===== config.mk =====
export PLATFORM = sky130hd
export DESIGN_NAME = serial_subtractor
export DESIGN_NICKNAME = d
export VERILOG_FILES = /design/src/rtl/serial_subtractor_pkg.sv /design/src/rtl/full_subtractor.sv /design/src/rtl/serial_subtractor.sv
export SDC_FILE = /design/constraint.sdc
export NUM_CORES = 1
export LEC_CHECK = 0
export CORE_MARGIN = 4
export CORE_UTILIZATION = 46
export DETAILED_ROUTE_END_ITERATION = 12
export PLACE_DENSITY = 0.67
export SETUP_SLACK_MARGIN = 0.1
export SYNTH_ARGS = -nofsm -noshare
export SYNTH_HDL_FRONTEND = slang
export SYNTH_SLANG_ARGS = --single-unit

===== constraint.sdc =====
create_clock -name clk -period 2.8 [get_ports clk]
set_input_delay 0.28 -clock clk [delete_from_list [all_inputs] [get_ports clk]]
set_output_delay 0.28 -clock clk [all_outputs]
set_load 0.01 [all_outputs]

===== src/rtl/serial_subtractor_pkg.sv =====
// ---------------------------------------------------------------------------
// serial_subtractor_pkg
// Shared definitions for the bit-serial subtractor.
//   state_t        : FSM state encoding (IDLE / RUN / DONE)
//   DEFAULT_WIDTH  : default operand / result width
// ---------------------------------------------------------------------------
package serial_subtractor_pkg;

  typedef enum logic [1:0] {
    ST_IDLE = 2'd0,
    ST_RUN  = 2'd1,
    ST_DONE = 2'd2
  } state_t;

  localparam int DEFAULT_WIDTH = 8;

endpackage


===== src/rtl/full_subtractor.sv =====
// ---------------------------------------------------------------------------
// full_subtractor
// One-bit full subtractor: computes x - y - bin.
//   x    : minuend bit
//   y    : subtrahend bit
//   bin  : borrow in
//   d    : difference bit
//   bout : borrow out
// Purely combinational.
// ---------------------------------------------------------------------------
module full_subtractor (
  input  logic x,
  input  logic y,
  input  logic bin,
  output logic d,
  output logic bout
);

  assign d    = x ^ y ^ bin;
  // A borrow leaves this bit when y exceeds x outright, or when the two
  // are equal and a borrow arrived from below.
  assign bout = (~x & y) | (~(x ^ y) & bin);

endmodule


===== src/rtl/serial_subtractor.sv =====
// ---------------------------------------------------------------------------
// serial_subtractor
// Bit-serial WIDTH-bit subtractor, diff = a - b, LSB first, one bit/clock.
//   clk    : rising-edge clock
//   rst    : asynchronous active-high reset
//   start  : launch request, sampled only while idle
//   a, b   : operands, captured on the accepting edge
//   busy   : high during RUN and DONE
//   done   : one-cycle pulse when diff/borrow have just been updated
//   diff   : registered result, modulo 2^WIDTH
//   borrow : registered final borrow (a < b, unsigned)
// ---------------------------------------------------------------------------
module serial_subtractor
  import serial_subtractor_pkg::*;
#(
  parameter int WIDTH = DEFAULT_WIDTH
) (
  input  logic             clk,
  input  logic             rst,
  input  logic             start,
  input  logic [WIDTH-1:0] a,
  input  logic [WIDTH-1:0] b,
  output logic             busy,
  output logic             done,
  output logic [WIDTH-1:0] diff,
  output logic             borrow
);

  localparam int CW = $clog2(WIDTH);

  state_t           state_reg;
  logic [WIDTH-1:0] sa_reg;
  logic [WIDTH-1:0] sb_reg;
  // Only WIDTH-1 result bits need storing: the final bit comes straight
  // from the subtractor cell on the last RUN edge.
  logic [WIDTH-2:0] sd_reg;
  logic [CW-1:0]    cnt_reg;
  logic             br_reg;
  logic             busy_reg;
  logic             done_reg;
  logic [WIDTH-1:0] diff_reg;
  logic             borrow_reg;

  logic             d_bit;
  logic             br_next;
  logic [WIDTH-1:0] sd_cat;
  logic             last_bit;

  full_subtractor u_fs (
    .x    (sa_reg[0]),
    .y    (sb_reg[0]),
    .bin  (br_reg),
    .d    (d_bit),
    .bout (br_next)
  );

  // New bit enters at the MSB; after the last step sd_cat is the full result.
  assign sd_cat   = {d_bit, sd_reg};
  assign last_bit = (cnt_reg == CW'(WIDTH - 1));

  always_ff @(posedge clk or posedge rst) begin
    if (rst) begin
      state_reg  <= ST_IDLE;
      sa_reg     <= '0;
      sb_reg     <= '0;
      sd_reg     <= '0;
      cnt_reg    <= '0;
      br_reg     <= 1'b0;
      busy_reg   <= 1'b0;
      done_reg   <= 1'b0;
      diff_reg   <= '0;
      borrow_reg <= 1'b0;
    end else begin
      done_reg <= 1'b0;
      case (state_reg)
        ST_IDLE: begin
          if (start) begin
            sa_reg    <= a;
            sb_reg    <= b;
            br_reg    <= 1'b0;
            cnt_reg   <= '0;
            busy_reg  <= 1'b1;
            state_reg <= ST_RUN;
          end
        end
        ST_RUN: begin
          sa_reg <= sa_reg >> 1;
          sb_reg <= sb_reg >> 1;
          sd_reg <= sd_cat[WIDTH-1:1];
          br_reg <= br_next;
          if (last_bit) begin
            // Result registers load on this edge so they are already valid
            // during the DONE cycle, alongside the done pulse.
            diff_reg   <= sd_cat;
            borrow_reg <= br_next;
            done_reg   <= 1'b1;
            state_reg  <= ST_DONE;
          end else begin
            cnt_reg <= cnt_reg + CW'(1);
          end
        end
        ST_DONE: begin
          busy_reg  <= 1'b0;
          state_reg <= ST_IDLE;
        end
        default: begin
          busy_reg  <= 1'b0;
          state_reg <= ST_IDLE;
        end
      endcase
    end
  end

  assign busy   = busy_reg;
  assign done   = done_reg;
  assign diff   = diff_reg;
  assign borrow = borrow_reg;

endmodule


Yosys cells after proc, flatten, opt, wreduce, memory -nomap -nowiden --
Cells that the tools add are included.
Storage, ports and cells: flip-flop bits (word level) 40
Cells by class: add/subtract/negate cells 1, equal/unequal tests 5, muxes and demuxes 16, bitwise logic cells 8, reduce and logical (&&, ||, !) cells 7
Operator list (number):
- case mux 8 bit (2 select lines) | 2
- two-way mux 8 bit | 2
- AND reduction 2 bit | 4
- two-way mux 3 bit | 2
- != test 2 bit, second input constant | 3
- case mux 3 bit (2 select lines) | 1
- two-way mux 1 bit | 4
- two-way mux 2 bit | 2
- case mux 1 bit (2 select lines) | 2
- case mux 2 bit (2 select lines) | 1
- adder 3 x 1 -> 3 bit, second input constant | 1
- == test 3 bit, second input constant | 1
- NOT 1 bit | 3
- AND reduction 3 bit | 1
- AND 1 bit | 2
- == test 2 x 1 -> 1 bit, second input constant | 1
- logical NOT 2 bit | 1
- nonzero test 2 bit | 1
- XOR 1 bit | 2
- bitwise OR 1 bit | 1

Longest topological paths before layout --
Gate-level depths: netlist of the first run.
word-level depth 5, mapped depth 6

Cells and area by module --
A second synthesis of the first run with hierarchy kept.
Unflattened totals: cells, all modules 158, area, all modules 2187.1 µm²
By module, submodules not included:
- serial_subtractor | times used 1, cells each 154, area an instance 2155.8 µm², sequential area each 1001.0 µm²
- full_subtractor | times used 1, cells each 4, area an instance 31.3 µm², sequential area each 0.0 µm²

Worst setup path after synthesis of the first run --
OpenSTA, ideal clock, no wires.
path kind flip-flop to flip-flop, from register cnt_reg[0], to register diff_reg[0] (netlist: diff[0]), library setup time 127 ps, data arrival time 1337 ps, required time 2673 ps, slack 1335 ps, cell stages (with the launch flop) 6, cell sequence dfrtp_1 > ha_1 > ha_1 > nand3b_4 > buf_6 > mux2_1
Between the ends: word-level cells in the longest chain between the ends 2
Ends and longest elaborated chain:
- start, declared | line serial_subtractor.sv:37 | logic [CW-1:0] cnt_reg;
- start signal, assigned | line serial_subtractor.sv:99 | cnt_reg <= cnt_reg + CW'(1);
- == test 3 bit | line serial_subtractor.sv:59 | assign last_bit = (cnt_reg == CW'(WIDTH - 1));
- AND reduction 2 bit (no line)
- end signal, assigned | line serial_subtractor.sv:94 | diff_reg <= sd_cat;
- end, declared | line serial_subtractor.sv:41 | logic [WIDTH-1:0] diff_reg;
No other way between the ends. A chain may end at the register's enable or synchronous reset.

Worst setup path in the final report of the first run --
from register state_reg[1], to register sd_reg[0]
Between the ends: word-level cells in the longest chain between the ends 1
Ends and longest elaborated chain:
- start, declared | line serial_subtractor.sv:31 | state_t state_reg;
- start signal, assigned | line serial_subtractor.sv:63 | state_reg <= ST_IDLE;
- start signal, assigned | line serial_subtractor.sv:83 | state_reg <= ST_RUN;
- start signal, assigned | line serial_subtractor.sv:97 | state_reg <= ST_DONE;
- == test 2 x 1 -> 1 bit | line serial_subtractor.sv:75 | case (state_reg)
- end signal, assigned | line serial_subtractor.sv:89 | sd_reg <= sd_cat[WIDTH-1:1];
- end, declared | line serial_subtractor.sv:36 | logic [WIDTH-2:0] sd_reg;
No other way between the ends.

==> metrics.txt, run 1 <==
outcome=completed; post-detail-place hpwl=2.19 mm; total leakage power=0.935 nW; buffer count from post-CTS setup fixing=0; global-route wire length before repair=5.82 mm; fraction of post-synthesis cell area in the top cell type by area=0.573; library cell used as clock root buffer=sky130_fd_sc_hd__clkbuf_8; CTS clk-pin slew, worst paths=80 ps; largest net degree at the start of global routing=41; fin crit share=0.638; antenna violations before repair=0; DRC violations left=0; count of H-tree levels built during CTS=2; syn_area_per_cell=11.7 µm²; vias=1229; M3 GR Usage=0.0435; type of the most critical hold path=input pin to asynchronous set/reset pin; core box area=3660 µm²; worst-case headroom to the max-slew limit=0.467; number of storage elements in the synthesis netlist=40; cts repair resizes=0; number of fill cells in the layout=328; distinct cell type count of the synthesized netlist=26; power per standard cell area=1040 nW/µm²; remaining antenna violation count=0; WP data required=2970 ps; Post-CTS Hold Fix Bufs=0; met1 Resource Use GR=0.206; number of warnings reported in the yosys synthesis log=0; effective utilization at floorplan=0.477; Antenna diodes=0; routability cong.=0.837; Critical Path Sink Type=flop; vias in the first global route=1264; First DRT Iteration DRCs=98; 1st-pass router iterations=4; Layout Cells excl Fill=226; data arrival time of the critical path=1960 ps; drt total wl=3.23 mm; average wire per cell in the routed design=14.3 µm; setup repair after global routing missed its margin=no; post-placement cell count=218; share of post-route cells with drive strength above 1=0.0787; worst clock skew=5.88 ps; Max Clock Freq=560 MHz; VDD IR max=442 µV; detailed-route vias per instance=5.44; number of placement rows=22; slew of the pin with the lowest slew margin=800 ps; number of sinks driven by the clock tree=40; number of max-cap violations=0; top cell type by total area after synthesis=sky130_fd_sc_hd__dfrtp_1; global-route usage over all layers=0.149; number of nets produced by synthesis=172; gr busiest metal=met2; count of endpoints failing hold in the final timing report=0; y dimension of the die=69.6 µm; startpoint class of the critical path=flop; final-report setup violation count=0; CTS tree=yes; Post-Route Hold Slack=410 ps; Clock Path Buffers=2; die width=69.6 µm; net count reported at finish=200; area growth from synthesis to layout=22.9%; worst setup path category=flop to flop; Final TNS setup=0 ps; Post-Synthesis Cell Area=1750 µm²; input/output buffers=29; TritonCTS buffer count=5; GRT overflow=0; Multi-input gate area=651 µm²; Seq/Total Area, Yosys=0.573; top fanout value on the critical path=20; Post-Syn Instances=149; later-pin clock latency in the skew report=290 ps; global-route track usage on met2=0.220; Top Ports=30; synth top area cells=sky130_fd_sc_hd__dfrtp_1 57%, sky130_fd_sc_hd__mux2_1 8.4%, sky130_fd_sc_hd__o22ai_1 8.2%; register area=1000 µm²; Max Transition Viols Final=0; post-layout min period=1790 ps; Total Die Area=4850 µm²
cells in the mapped netlist, drive strengths merged:
cell     count
o21ai        7
o22ai       23
nor2b        1
o2bb2ai      3
mux2        15
nor3b        2
nand2        4
or4b         1
nor3         1
fa           1
inv         10
o22a         2
dfrtp       40
clkbuf       1
ha           3
nand3b       1
nand2b       3
nor2         3
a22oi        2
a21oi       17
buf          9
per-stage QoR:
step / power [W] / area (µm²) / setup WS [ps] / utilization
after CTS: 0.00226 / 2150 / 986 / 0.586
after floorplan: 0.00157 / 1750 / 1340 / -
after global routing: 0.00243 / 2150 / 849 / 0.586
after global placement: 0.00183 / 2050 / 1050 / 0.561
final: 0.00223 / 2150 / 1010 / 0.586
after detailed placement: 0.00187 / 2050 / 997 / 0.561
path summary, 6_finish.rpt:
kind	from	end	slack (ps)	depth (start not counted)
max	state_reg[1]	sd_reg[0]	1010	2
min	rst	sb_reg[2]	410	3
max reg2reg	state_reg[1]	sd_reg[0]	1010	2
min reg2reg	diff[7]	diff[7]	490	1
max in group asynchronous	rst	state_reg[1]	2050	3
min in group clk	diff[7]	diff[7]	490	1
critical path: stages (launching register included):
cell,delay (ps)
sky130_fd_sc_hd__dfrtp_1,590
sky130_fd_sc_hd__nand2b_1,690
sky130_fd_sc_hd__mux2_1,390
cells in the final DEF (no fill, tap or decap):
master / instances
sky130_fd_sc_hd__nand2b_1: 3
sky130_fd_sc_hd__nor2b_1: 1
sky130_fd_sc_hd__o22a_1: 2
sky130_fd_sc_hd__a22oi_1: 2
sky130_fd_sc_hd__inv_2: 1
sky130_fd_sc_hd__or4b_1: 1
sky130_fd_sc_hd__o21ai_1: 1
sky130_fd_sc_hd__a21oi_1: 17
sky130_fd_sc_hd__o22ai_1: 23
sky130_fd_sc_hd__clkbuf_8: 6
sky130_fd_sc_hd__dfrtp_1: 40
sky130_fd_sc_hd__nand3b_4: 1
sky130_fd_sc_hd__fa_1: 1
sky130_fd_sc_hd__nand2_1: 4
sky130_fd_sc_hd__clkdlybuf4s50_1: 29
sky130_fd_sc_hd__mux2_1: 13
sky130_fd_sc_hd__o2bb2ai_1: 3
sky130_fd_sc_hd__o21ai_0: 6
sky130_fd_sc_hd__buf_4: 2
sky130_fd_sc_hd__mux2_2: 2
sky130_fd_sc_hd__nor3b_1: 2
sky130_fd_sc_hd__ha_1: 3
sky130_fd_sc_hd__nor2_1: 3
sky130_fd_sc_hd__nor3_1: 1
sky130_fd_sc_hd__clkinv_2: 2
sky130_fd_sc_hd__inv_1: 9
metal layers:
metal / vias up / part of all wire
met5: - / 0
met4: 0 / 0.015
met3: 6 / 0.044
met2: 29 / 0.46
met1: 595 / 0.48
li1: 599 / -
area by class of cell:
cell class / count / share of cell area
flip-flops and latches: 40 / 0.466
inverters: 10 / 0.0175
clock inverters: 2 / 0.00466
multi-input cells: 89 / 0.303
repair buffers: 31 / 0.142
clock buffers: 6 / 0.0385
well taps: 48 / 0.0280
logic make-up after synthesis:
logic type / Yosys count / share of synthesized area
AOI/OAI and AO/OA: 54 / 0.185
and+or+nand+nor: 16 / 0.0580
adders and majority gates: 4 / 0.0330
DFF: 40 / 0.573
buffers and inverters: 20 / 0.0544
muxes: 15 / 0.0967
power breakdown:
part           leakage [nW]  total [W]  switching, W  internal [W]
Clock                0.0510   0.000386      0.000190      0.000196
Combinational         0.408   0.000810      0.000379      0.000432
Sequential            0.476    0.00103      0.000190      0.000844
Note: power is estimated with default switching activity, not from simulation.
==> run 2: changes to the inputs <==
PLACE_DENSITY = 0.7   (was 0.67)
clock period = 1.55 ns   (was 2.8 ns; I/O delays follow)
==> run 2 against run 1 <==
Net effect:
- die area unchanged
- non-clock buffer count grew 9
- fmax up 30%
- setup slack worse by 830 ps
- critical path type unchanged
- sequential cell count did not move
- clock power grew 120%
- critical endpoint is now diff[6]
==> metrics.txt, run 2 (synthesis results as in run 1) <==
outcome=completed; Top Ports=30 (unchanged); DRC violations left=0 (unchanged); drt total wl=3.57 mm (+11%); Clock Path Buffers=2 (unchanged); share of post-route cells with drive strength above 1=0.149 (+0.0703); net count reported at finish=210 (+5.0%); type of the most critical hold path=input pin to asynchronous set/reset pin; Total Die Area=4850 µm² (unchanged); power per standard cell area=1890 nW/µm² (+82%); Final TNS setup=0 ps (unchanged); data arrival time of the critical path=1550 ps (-410 ps); y dimension of the die=69.6 µm (unchanged); number of fill cells in the layout=290 (-12%); commonest non-fill, non-tap cell in the layout=sky130_fd_sc_hd__dfrtp_1; setup repair after global routing missed its margin=no; slew of the pin with the lowest slew margin=435 ps (-365 ps); flop-to-flop setup slack=180 ps (-830 ps); vias=1323 (+7.6%); Layout Cells excl Fill=236 (+4.4%); GRT overflow=0 (unchanged); launch point of the worst reg-to-reg path=cnt_reg[1]; gr busiest metal=met2; area growth from synthesis to layout=30.9%; routability cong.=0.821 (-2.0%); count of endpoints failing hold in the final timing report=0 (unchanged); Post-CTS Hold Fix Bufs=0 (unchanged); vias in the first global route=1360 (+7.6%); later-pin clock latency in the skew report=290 ps (about the same); top fanout value on the critical path=5 (-75%); register area=1000 µm² (unchanged); global-route track usage on met2=0.251 (+0.0307); fin crit share=0.883 (+0.245); worst-case headroom to the max-slew limit=0.710 (+0.243); WP data required=1730 ps (-1240 ps); VDD IR max=1020 µV (+130%); core box area=3660 µm² (unchanged); antenna violations before repair=0 (unchanged); First DRT Iteration DRCs=73 (-26%); M3 GR Usage=0.0377 (-0.00580); average wire per cell in the routed design=15.1 µm (+5.9%); cell-by-cell listing of the critical path=ha_2 -> ha_4 -> nand3b_4 -> mux2_2; CTS tree=yes; worst reg-to-reg path cell count=4 (+2); library cell used as clock root buffer=sky130_fd_sc_hd__clkbuf_8; worst setup path category=flop to flop; detailed-route vias per instance=5.61 (+3.1%); global-route wire length before repair=6.35 mm (+9.1%); remaining antenna violation count=0 (unchanged); Antenna diodes=0 (unchanged); Max Clock Freq=731 MHz (+30%); count of H-tree levels built during CTS=2 (unchanged); largest net degree at the start of global routing=41 (unchanged); input/output buffers=29 (unchanged); Critical Path Sink Type=flop; die width=69.6 µm (unchanged); met1 Resource Use GR=0.221 (+0.0156); effective utilization at floorplan=0.477 (unchanged); total leakage power=0.994 nW (+6.3%); critical register-to-register path endpoint=diff[6]; Max Transition Viols Final=0 (unchanged); 1st-pass router iterations=4 (unchanged); startpoint class of the critical path=flop; CTS clk-pin slew, worst paths=80 ps (about the same); TritonCTS buffer count=5 (unchanged); number of placement rows=22 (unchanged); Multi-input gate area=691 µm² (+6.2%); source of the critical timing path=cnt_reg[1]; post-detail-place hpwl=2.43 mm (+11%); number of sinks driven by the clock tree=40 (unchanged); peak per-stage delay on the critical path=410 ps (-280 ps); critical-path cell with the highest stage delay=sky130_fd_sc_hd__dfrtp_1; commonest non-fill, non-tap cells in the layout=40 x sky130_fd_sc_hd__dfrtp_1, 29 x sky130_fd_sc_hd__clkdlybuf4s50_1, 23 x sky130_fd_sc_hd__o22ai_1; final-report setup violation count=0 (unchanged); post-placement cell count=225 (+3.2%); post-layout min period=1370 ps (-417 ps); global-route usage over all layers=0.161 (+0.0124); worst clock skew=4.77 ps (-1.11 ps); number of max-cap violations=0 (unchanged)
[run 2: changes by cell type in the layout (fill, tap and decap cells not counted), sizes merged]
cell,before,now
clkbuf,6,5
bufinv,0,1
clkinv,2,1
buf,2,11
nand3b,1,2
clkinvlp,0,1
[run 2: power breakdown]
part / leakage [nW] / internal, W / total [W] / switching, W
clock network: 0.0541 / 0.000476 / 0.000834 / 0.000358
registers: 0.476 / 0.00152 / 0.00186 / 0.000336
logic: 0.463 / 0.000875 / 0.00162 / 0.000750
total: 0.994 / 0.00288 / 0.00432 / 0.00144
[run 2: stage by stage]
stage          cell area [µm²]  power, W  utilization  worst slack, ps  hold WS, ps
2_1_floorplan             1750   0.00284            -              118          291
3_3_place_gp              2120   0.00334        0.580             57.7          466
3_5_place_dp              2120   0.00344        0.580             10.7          476
4_1_cts                   2270   0.00433        0.620              115          235
5_1_grt                   2290   0.00467        0.624              132          256
6_report                  2290   0.00432        0.624              182          236
[run 2: how the worst max path moves through the flow]
stage	endpoint	slack (ps)	cells past startpoint
floorplan	diff[0]	120	5
global placement	br_reg	60	5
detailed placement	sa_reg[3]	10	4
CTS	diff[5]	110	4
global route	sa_reg[6]	130	3
finish	diff[6]	180	4
[run 2: what timing repair did]
action,in CTS,in global routing
setup buffers,2,0
gates cloned,1,0
endpoints found under the setup margin,8,5
gates resized for setup,1,4
[run 2: layout make-up]
cell class | instances | area share
repair buffers | 40 | 0.169
inverters | 10 | 0.0164
clock inverters | 3 | 0.0186
well taps | 48 | 0.0263
flip-flops and latches | 40 | 0.438
clock buffers | 5 | 0.0301
multi-input cells | 90 | 0.302
[run 2: per-layer routing]
metal | up-vias | wire [µm]
met1 | 656 | 1680
met2 | 36 | 1680
met4 | 0 | 46
met3 | 6 | 158
met5 | - | 0
li1 | 625 | -
[run 2: critical path: cells and delay by family, from the launching register on]
kind	cells	cell delay [ps]
simple gates	1	110
flops	1	410
mux	1	340
fa+ha+maj	2	390
